`src/rtl/bt_cmd_pkg.sv`:
```
// Shared constants and types for the Bluetooth command-frame decoder.
// Opcodes, ACK/NAK bytes and the frame FSM state encoding.
package bt_cmd_pkg;

   localparam logic [7:0] HEADER_DEF  = 8'hA5;

   localparam logic [7:0] OP_BUZZ_ON  = 8'h01;
   localparam logic [7:0] OP_BUZZ_OFF = 8'h02;
   localparam logic [7:0] OP_SET_THR  = 8'h03;
   localparam logic [7:0] OP_ARM      = 8'h04;
   localparam logic [7:0] OP_PING     = 8'h05;

   localparam logic [7:0] ACK_BYTE    = 8'h06;
   localparam logic [7:0] NAK_BYTE    = 8'h15;

   typedef enum logic [1:0] {
      S_IDLE = 2'd0,
      S_CMD  = 2'd1,
      S_ARG  = 2'd2,
      S_CHK  = 2'd3
   } state_t;

   function automatic logic op_known(input logic [7:0] op);
      return (op >= OP_BUZZ_ON) && (op <= OP_PING);
   endfunction

endpackage

```
`src/rtl/cycle_timer.sv`:
```
// Saturating cycle counter: flags when MAX-1 is reached, then holds.
// Used for the inter-byte timeout and the optional link watchdog.
module cycle_timer #(
   parameter int MAX = 16
) (
   input  logic Clock,
   input  logic Reset,
   input  logic clr,
   input  logic en,
   output logic expired
);

   localparam int W = (MAX > 1) ? $clog2(MAX) : 1;

   logic [W-1:0] cnt;

   assign expired = (cnt == W'(MAX - 1));

   // count while enabled, clear has priority, hold once expired
   always_ff @(posedge Clock or negedge Reset) begin
      if (!Reset) begin
         cnt <= '0;
      end else if (clr) begin
         cnt <= '0;
      end else if (en && !expired) begin
         cnt <= cnt + 1'b1;
      end
   end

endmodule

```
`src/rtl/bt_cmd_parser.sv`:
```
// Bluetooth command-frame decoder: HEADER, CMD, ARG, CHK with CHK=CMD^ARG.
// Optional link-loss watchdog enabled by defining BTCMD_WATCHDOG_EN.
module bt_cmd_parser
   import bt_cmd_pkg::*;
#(
   parameter logic [7:0] HEADER       = HEADER_DEF,
   parameter int         BYTE_TIMEOUT = 5_000_000,
   parameter logic [7:0] THRESH_RST   = 8'h40,
   parameter int         WDOG_CYCLES  = 500_000_000
) (
   input  logic       Clock,
   input  logic       Reset,
   input  logic       rx_arrived,
   input  logic [7:0] rx_data,
   output logic       buzz_n,
   output logic       armed,
   output logic [7:0] illum_thresh,
   output logic       cmd_strobe,
   output logic       err_strobe,
   output logic [7:0] err_count,
   output logic       ack_trig,
   output logic [7:0] ack_byte,
   output logic       link_lost
);

   state_t     state;
   logic [7:0] cmd_q;
   logic [7:0] arg_q;
   logic       buzz_q;
   logic       tmo_expired;
   logic       byte_to;
   logic       in_frame;
   logic       chk_ok;
   logic       accept;

   assign in_frame = (state != S_IDLE);
   assign byte_to  = tmo_expired && in_frame && !rx_arrived;
   assign chk_ok   = (rx_data == (cmd_q ^ arg_q)) && op_known(cmd_q);
   assign accept   = rx_arrived && (state == S_CHK) && chk_ok;

   cycle_timer #(.MAX(BYTE_TIMEOUT)) u_byte_tmr (
      .Clock   (Clock),
      .Reset   (Reset),
      .clr     (rx_arrived || !in_frame),
      .en      (in_frame),
      .expired (tmo_expired)
   );

   // frame FSM with registered command state, strobes and ack
   always_ff @(posedge Clock or negedge Reset) begin
      if (!Reset) begin
         state        <= S_IDLE;
         cmd_q        <= '0;
         arg_q        <= '0;
         buzz_q       <= 1'b1;
         armed        <= 1'b0;
         illum_thresh <= THRESH_RST;
         cmd_strobe   <= 1'b0;
         err_strobe   <= 1'b0;
         err_count    <= '0;
         ack_trig     <= 1'b0;
         ack_byte     <= ACK_BYTE;
      end else begin
         cmd_strobe <= 1'b0;
         err_strobe <= 1'b0;
         ack_trig   <= 1'b0;
         if (rx_arrived) begin
            unique case (state)
               S_IDLE: begin
                  if (rx_data == HEADER) state <= S_CMD;
               end
               S_CMD: begin
                  cmd_q <= rx_data;
                  state <= S_ARG;
               end
               S_ARG: begin
                  arg_q <= rx_data;
                  state <= S_CHK;
               end
               S_CHK: begin
                  state    <= S_IDLE;
                  ack_trig <= 1'b1;
                  if (chk_ok) begin
                     cmd_strobe <= 1'b1;
                     ack_byte   <= ACK_BYTE;
                     unique case (cmd_q)
                        OP_BUZZ_ON:  buzz_q       <= 1'b0;
                        OP_BUZZ_OFF: buzz_q       <= 1'b1;
                        OP_SET_THR:  illum_thresh <= arg_q;
                        OP_ARM:      armed        <= arg_q[0];
                        default:     ;
                     endcase
                  end else begin
                     err_strobe <= 1'b1;
                     ack_byte   <= NAK_BYTE;
                     if (err_count != 8'hFF) err_count <= err_count + 8'd1;
                  end
               end
               default: state <= S_IDLE;
            endcase
         end else if (byte_to) begin
            state      <= S_IDLE;
            cmd_q      <= '0;
            arg_q      <= '0;
            err_strobe <= 1'b1;
            if (err_count != 8'hFF) err_count <= err_count + 8'd1;
         end
      end
   end

`ifdef BTCMD_WATCHDOG_EN
   logic wd_expired;
   logic lost_q;

   cycle_timer #(.MAX(WDOG_CYCLES)) u_wdog (
      .Clock   (Clock),
      .Reset   (Reset),
      .clr     (cmd_strobe || !armed),
      .en      (1'b1),
      .expired (wd_expired)
   );

   // latch link loss; any accepted command clears it first
   always_ff @(posedge Clock or negedge Reset) begin
      if (!Reset) begin
         lost_q <= 1'b0;
      end else if (accept) begin
         lost_q <= 1'b0;
      end else if (wd_expired && armed && !cmd_strobe) begin
         lost_q <= 1'b1;
      end
   end

   assign link_lost = lost_q;
   assign buzz_n    = buzz_q && !lost_q;
`else
   logic unused_accept;
   assign unused_accept = accept;
   assign link_lost = 1'b0 & (WDOG_CYCLES > 0);
   assign buzz_n    = buzz_q;
`endif

endmodule
```
`config.mk`:
```
export PLATFORM = sky130hd
export DESIGN_NAME = bt_cmd_parser
export DESIGN_NICKNAME = d
export VERILOG_FILES = /design/src/rtl/bt_cmd_pkg.sv /design/src/rtl/cycle_timer.sv /design/src/rtl/bt_cmd_parser.sv
export SDC_FILE = /design/constraint.sdc
export NUM_CORES = 1
export LEC_CHECK = 0
export CORE_MARGIN = 4
export CORE_UTILIZATION = 45
export CTS_CLUSTER_DIAMETER = 200
export DETAILED_ROUTE_END_ITERATION = 10
export PLACE_DENSITY = 0.67
export SETUP_SLACK_MARGIN = 0.15
export SYNTH_ARGS = -nofsm -noshare
export SYNTH_HDL_FRONTEND = slang
export SYNTH_SLANG_ARGS = --single-unit
```
`constraint.sdc`:
```
create_clock -name Clock -period 6.6 [get_ports Clock]
set_input_delay 1.32 -clock Clock [delete_from_list [all_inputs] [get_ports Clock]]
set_output_delay 1.32 -clock Clock [all_outputs]
set_load 0.005 [all_outputs]
```
==> flow_metrics.env <==
export IMPL_outcome="finished clean"
export IMPL_htreeDepth=3
export IMPL_grt_pass1_vias=2166
export IMPL_grt_pass1_wl_um=10550
export IMPL_clkTransAtPathRegs_ns=0.07
export IMPL_start_util=0.4696
export IMPL_syn_inst=315
export IMPL_cts_sinks=64
export IMPL_critPathMaxFanout=21
export IMPL_worstHoldStart="buzz_n"
export IMPL_syn_to_final_growth_pct=18.13
export IMPL_cts_setup_buffers=0
export IMPL_fin_cells=448
export IMPL_hold_buffers=0
export IMPL_postRouteAntennaNets=0
export IMPL_syn_area_per_cell_um2=10.30
export IMPL_netlist_area_mm2=0.003243
export IMPL_cts_buffer_depth=2
export IMPL_max_slew_margin_rel=0.3215
export IMPL_cts_buffers=9
export IMPL_r2r_slack_ns=3.19
export IMPL_layout_nets=365
export IMPL_antenna_cells=0
export IMPL_critPathCaptureType="register"
export IMPL_portBuffers=34
export IMPL_vdd_drop_max_mv=0.1250
export IMPL_dpl_instance_area_mm2=0.003617
export IMPL_synth_edf_count=0
export IMPL_rr_startpoint="u_byte_tmr.cnt[0]"
export IMPL_die_w_um=92.90
export IMPL_crit_type="input pin to register"
export IMPL_min_path_type="register to register"
export IMPL_wl_per_cell_um=13.97
export IMPL_num_rows=30
export IMPL_dr_pass1_iters=4
export IMPL_routed_wirelength_um=6260
export IMPL_synthTopCellsByArea="dfrtp_1, nand2_1, nand3_1, xor2_1, mux2_4"
export IMPL_ys_async_sr_fraction=1.000
export IMPL_cts_resized_gates=0
export IMPL_synth_seq_cells=64
export IMPL_rsz0062_at_grt="no"
export IMPL_fin_worst_skew_ns=0.008010
export IMPL_yosys_area_top_type="dfrtp_1"
export IMPL_dp_cells=432
export IMPL_ys_flop_type="dfrtp_1"
export IMPL_routabilityCongestion=0.7807
export IMPL_cts_root_buf="clkbuf_8"
export IMPL_stdcell_area_mm2=0.003831
export IMPL_route_detailed_drc=0
export IMPL_max_cap_violations=0
export IMPL_final_common_cell="dfrtp_1"
export IMPL_slew_viol_final=0
export IMPL_fill_cells=611
export IMPL_worstPathRequired_ns=6.82
export IMPL_finalCriticalPeriod_ns=4.016
export IMPL_rr_endpoint="err_count[1]"
export IMPL_ios=41
export IMPL_drive_gt1_frac=0.09943
export IMPL_finalPower_uw=1247
export IMPL_setup_viol=0
export IMPL_cp_arrival_ns=4.24
export IMPL_powerDensity_mw_per_mm2=325.5
export IMPL_start_kind="input pin"
export IMPL_gr_total_overflow=0
export IMPL_holdPathStages=2
export IMPL_grt_use_total=0.1577
export IMPL_vias=2316
export IMPL_antenna_found_initial=0
export IMPL_die_area_mm2=0.008629
export IMPL_fin_crit_sh=0.6085
export IMPL_ys_types=46
export IMPL_worstHoldEndpoint="buzz_n"
export IMPL_worst_slew_pin_slew_ns=1.007
export IMPL_yosysWarningCount=0
export IMPL_final_cell_mix="dfrtp_1, nand2_1, clkdlybuf4s50_1"
export IMPL_setup_tns_ns=0
export IMPL_drt_iter0_drc=92
export IMPL_fp_dieH_um=92.90
export IMPL_core_area_mm2=0.006907
export IMPL_grt_max_degree=65
export IMPL_hold_ws_ns=0.5080
export IMPL_clk_latency_ns=0.34
export IMPL_synth_seq_area_share=0.4950
export IMPL_yosys_area_top_type_share=0.4707
export IMPL_hold_violations=0
export IMPL_power_leakage_uw=0.001779
export IMPL_viasPerCell=5.170
export IMPL_ff2ff_path_depth=7
export IMPL_hpwl_um=4273
export IMPL_max_freq_mhz=249.0
export IMPL_cts_tree="built"
==> flip-flops by register name, indices dropped and copies added, names as in the netlist <==
register / count
arg_q: 8
cmd_q: 8
state: 2
err_strobe: 1
ack_trig: 1
u_byte_tmr.cnt: 23
illum_thresh: 8
armed: 1
cmd_strobe: 1
buzz_n: 1
ack_byte: 2
err_count: 8
==> worst max path at each step <==
stage          startpoint         endpoint  depth (start not counted)
2_1_floorplan  rx_data[3]  illum_thresh[0]                          7
3_3_place_gp   rx_arrived     err_count[1]                          6
3_5_place_dp   rx_arrived     err_count[1]                          6
4_1_cts        rx_arrived     err_count[1]                          6
5_1_grt        rx_arrived     err_count[1]                          6
6_report       rx_arrived     err_count[1]                          6
==> stage by stage <==
stage	util	setup slack, ns
finish	0.5547	2.584
global route	0.5547	2.352
CTS	0.5547	2.575
detailed placement	0.5237	2.231
global placement	0.5237	2.273
floorplan	-	3.426
==> cells in the mapped netlist (3+ instances only) <==
master	number
o21ai_0	7
buf_4	7
nand2_1	51
nand4_1	6
nand3_1	29
clkbuf_1	6
xor2_1	14
dfstp_2	3
a21oi_1	9
and3_1	12
ha_1	7
nor2_1	30
nor3_1	4
mux2_4	8
dfrtp_1	61
and2_1	4
xnor2_1	9
inv_1	4
or3_1	4
xnor3_1	5
==> layout make-up <==
type                       count  area [um2]  share of cell area
sequential                    64        1605              0.4190
tap                           96       120.1             0.03135
inverter                       4       15.01            0.003919
multi-input combinational    233        1534              0.4004
timing repair buffer          35       342.8             0.08948
clock inverter                 3       65.06             0.01698
clock buffer                  13       148.9             0.03886
==> report_power, final <==
| part | internal, uW | switching (uW) | total, uW |
|---|---|---|---|
| sequential | 462 | 82.7 | 545 |
| combinational | 187 | 152 | 339 |
| clock | 223 | 140 | 363 |
==> worst max-delay path, cell delays in order <==
cell             delay (ns)
clkdlybuf4s50_1        0.57
nor2b_1                0.17
nand4b_1               0.74
o21ai_0                0.77
and2_1                 0.30
mux2_2                 0.34
==> per-layer routing <==
layer,share of wire,vias up,wire length [um],GRT usage
met5,0,-,0,0
met4,0.020,0,125,0.08059
met3,0.038,9,236,0.03412
met2,0.44,45,2743,0.2250
met1,0.50,1121,3155,0.2245
li1,-,1141,-,-
==> logic make-up (layout without fill, tap and decap cells) <==
family                     Yosys count  count (layout)  share of synthesized area
other                                2               6                   0.002316
xor gates and xnor gates            29              29                     0.1049
adders and majority gates            7               7                    0.02700
AOI/OAI and AO/OA                   25              25                    0.04784
and+or+nand+nor                    156             156                     0.2423
buffers and inverters               22              55                    0.03665
muxes                               10              10                    0.04398
DFF                                 64              64                     0.4950
Note: power is estimated with default switching activity, not from simulation.
==> RTL change: new RTL, same settings <==
Register the output `err_count` once more; this adds one clock of latency there. The other outputs are not delayed to match.
--- a/src/rtl/bt_cmd_parser.sv
+++ b/src/rtl/bt_cmd_parser.sv
@@ -22,6 +22,8 @@
    output logic [7:0] ack_byte,
    output logic       link_lost
 );
+
+   logic [7:0] err_count_s0;
 
    state_t     state;
    logic [7:0] cmd_q;
@@ -57,7 +59,7 @@
          illum_thresh <= THRESH_RST;
          cmd_strobe   <= 1'b0;
          err_strobe   <= 1'b0;
-         err_count    <= '0;
+         err_count_s0 <= '0;
          ack_trig     <= 1'b0;
          ack_byte     <= ACK_BYTE;
       end else begin
@@ -93,7 +95,7 @@
                   end else begin
                      err_strobe <= 1'b1;
                      ack_byte   <= NAK_BYTE;
-                     if (err_count != 8'hFF) err_count <= err_count + 8'd1;
+                     if (err_count_s0 != 8'hFF) err_count_s0 <= err_count_s0 + 8'd1;
                   end
                end
                default: state <= S_IDLE;
@@ -103,7 +105,7 @@
             cmd_q      <= '0;
             arg_q      <= '0;
             err_strobe <= 1'b1;
-            if (err_count != 8'hFF) err_count <= err_count + 8'd1;
+            if (err_count_s0 != 8'hFF) err_count_s0 <= err_count_s0 + 8'd1;
          end
       end
    end
@@ -140,4 +142,8 @@
    assign buzz_n    = buzz_q;
 `endif
 
+   always_ff @(posedge Clock) begin
+      err_count <= err_count_s0;
+   end
+
 endmodule
Check against the original RTL: not equivalent (Yosys sat finds a counterexample within 10 cycles, from zero or initial values and one cycle with Reset low).
==> RTL change against the unedited design <==
  * Setup slack better by 670 ps
  * Via count up 0.82%
  * Maximum frequency up 20%
  * Synthesized cell count down 3.5%
  * Total power up 5.3%
  * Sequential cell count up 8
  * Final area up 4.8%
  * Routed wire length up 2.2%
  * Count of clock-buffer cells in the layout down 3
  * Area after synthesis up 6.2%
  * Critical path type unchanged
  * Largest cell class unchanged
==> RTL change: results <==
group,metric,value,unit
worst_setup_path,worst-path-max-fanout,8,
grt,grt.total_usage,15.6,%
worst_setup_path,regToRegStartpoint,"arg_q[4]",
place,place_congestion,0.812,
synth,async_reset_ff_share,88.9,%
synth,yosysSeqAreaShare,51.3,%
hold_path,holdPathEnd,"err_count[7]",
place,numPortBuffers,34,
worst_setup_path,ff2ff_setup_slack,4160,ps
synth,synth_xor_area_share,10.2,%
worst_setup_path,critical-path-slowest-cell,"clkdlybuf4s50_1",
hold_path,whs_path_depth,0,
worst_setup_path,worst_path_largest_cell_delay,470,ps
clock_tree,path_clk_slew,90,ps
synth,synth.distinct_cells,52,
synth,synth_area_leaders,"dfrtp_1 (44%), dfxtp_1 (4.7%), xnor2_1 (4.3%)",
grt,grt_pass1_wl,11.1,mm
hold_path,holdCritStartpoint,"err_count_s0[7]",
drt,dr_wl_met2,3.09,mm
drt,drt-initial-drc-count,79,
place,dp_hpwl,4.53,mm
final_layout,num-nets-final,354,
drt,met1Wirelength,3.04,mm
power_and_ir_drop,leakage,1.76,nW
place,place_inst,424,
synth,synth_compound_area_share,10.1,%
grt,met3_usage,4.74,%
worst_setup_path,ff2ff_path_depth,6,
worst_setup_path,endpoint,"illum_thresh[3]",
grt,grt.met2_usage,25.2,%
place,place_area,3800,um^2
power_and_ir_drop,internal_power,903,uW
final_layout,final_util,54.8,%
synth,muxShareOfSynthArea,4.54,%
synth,synthAdderAreaFrac,2.54,%
drt,routed_wl,6.40,mm
grt,use_met1,20.7,%
sta,finalClockSkew,12.3,ps
drt,vias_per_cell,5.31,
worst_setup_path,critical_path.startpoint,"rx_data[4]",
sta,finalCritPeriodShare,50.7,%
status,status,"completed",
final_layout,drive_gt1_share,12.0,%
synth,synth_common_cells,"dfrtp_1 (61), nor2_1 (32), nand2_1 (22)",
-- RTL change: cell count changes after synthesis, sizes merged, moves of 3 or more --
cell | before | now
a22o | 0 | 16
and3 | 12 | 6
dfxtp | 0 | 8
inv | 4 | 9
nand2 | 51 | 22
nand3 | 29 | 7
nand4 | 7 | 11
nor2 | 30 | 33
nor3 | 4 | 1
o211ai | 1 | 5
xnor2 | 9 | 17
-- RTL change: power groups by stage --
stage	combinational (mW)	clock, mW	sequential, mW
global route	0.371	0.401	0.629
CTS	0.340	0.375	0.616
finish	0.333	0.364	0.616
floorplan	0.263	0	0.592
detailed placement	0.337	0	0.625
global placement	0.328	0	0.621
-- RTL change: cell type report --
class	instances	area share [%]
Multi-Input combinational cell	209	38.3
Sequential cell	72	44.0
Clock inverter	6	1.81
Timing Repair Buffer	35	8.54
Inverter	9	0.842
Tap cell	99	3.09
Clock buffer	10	3.43
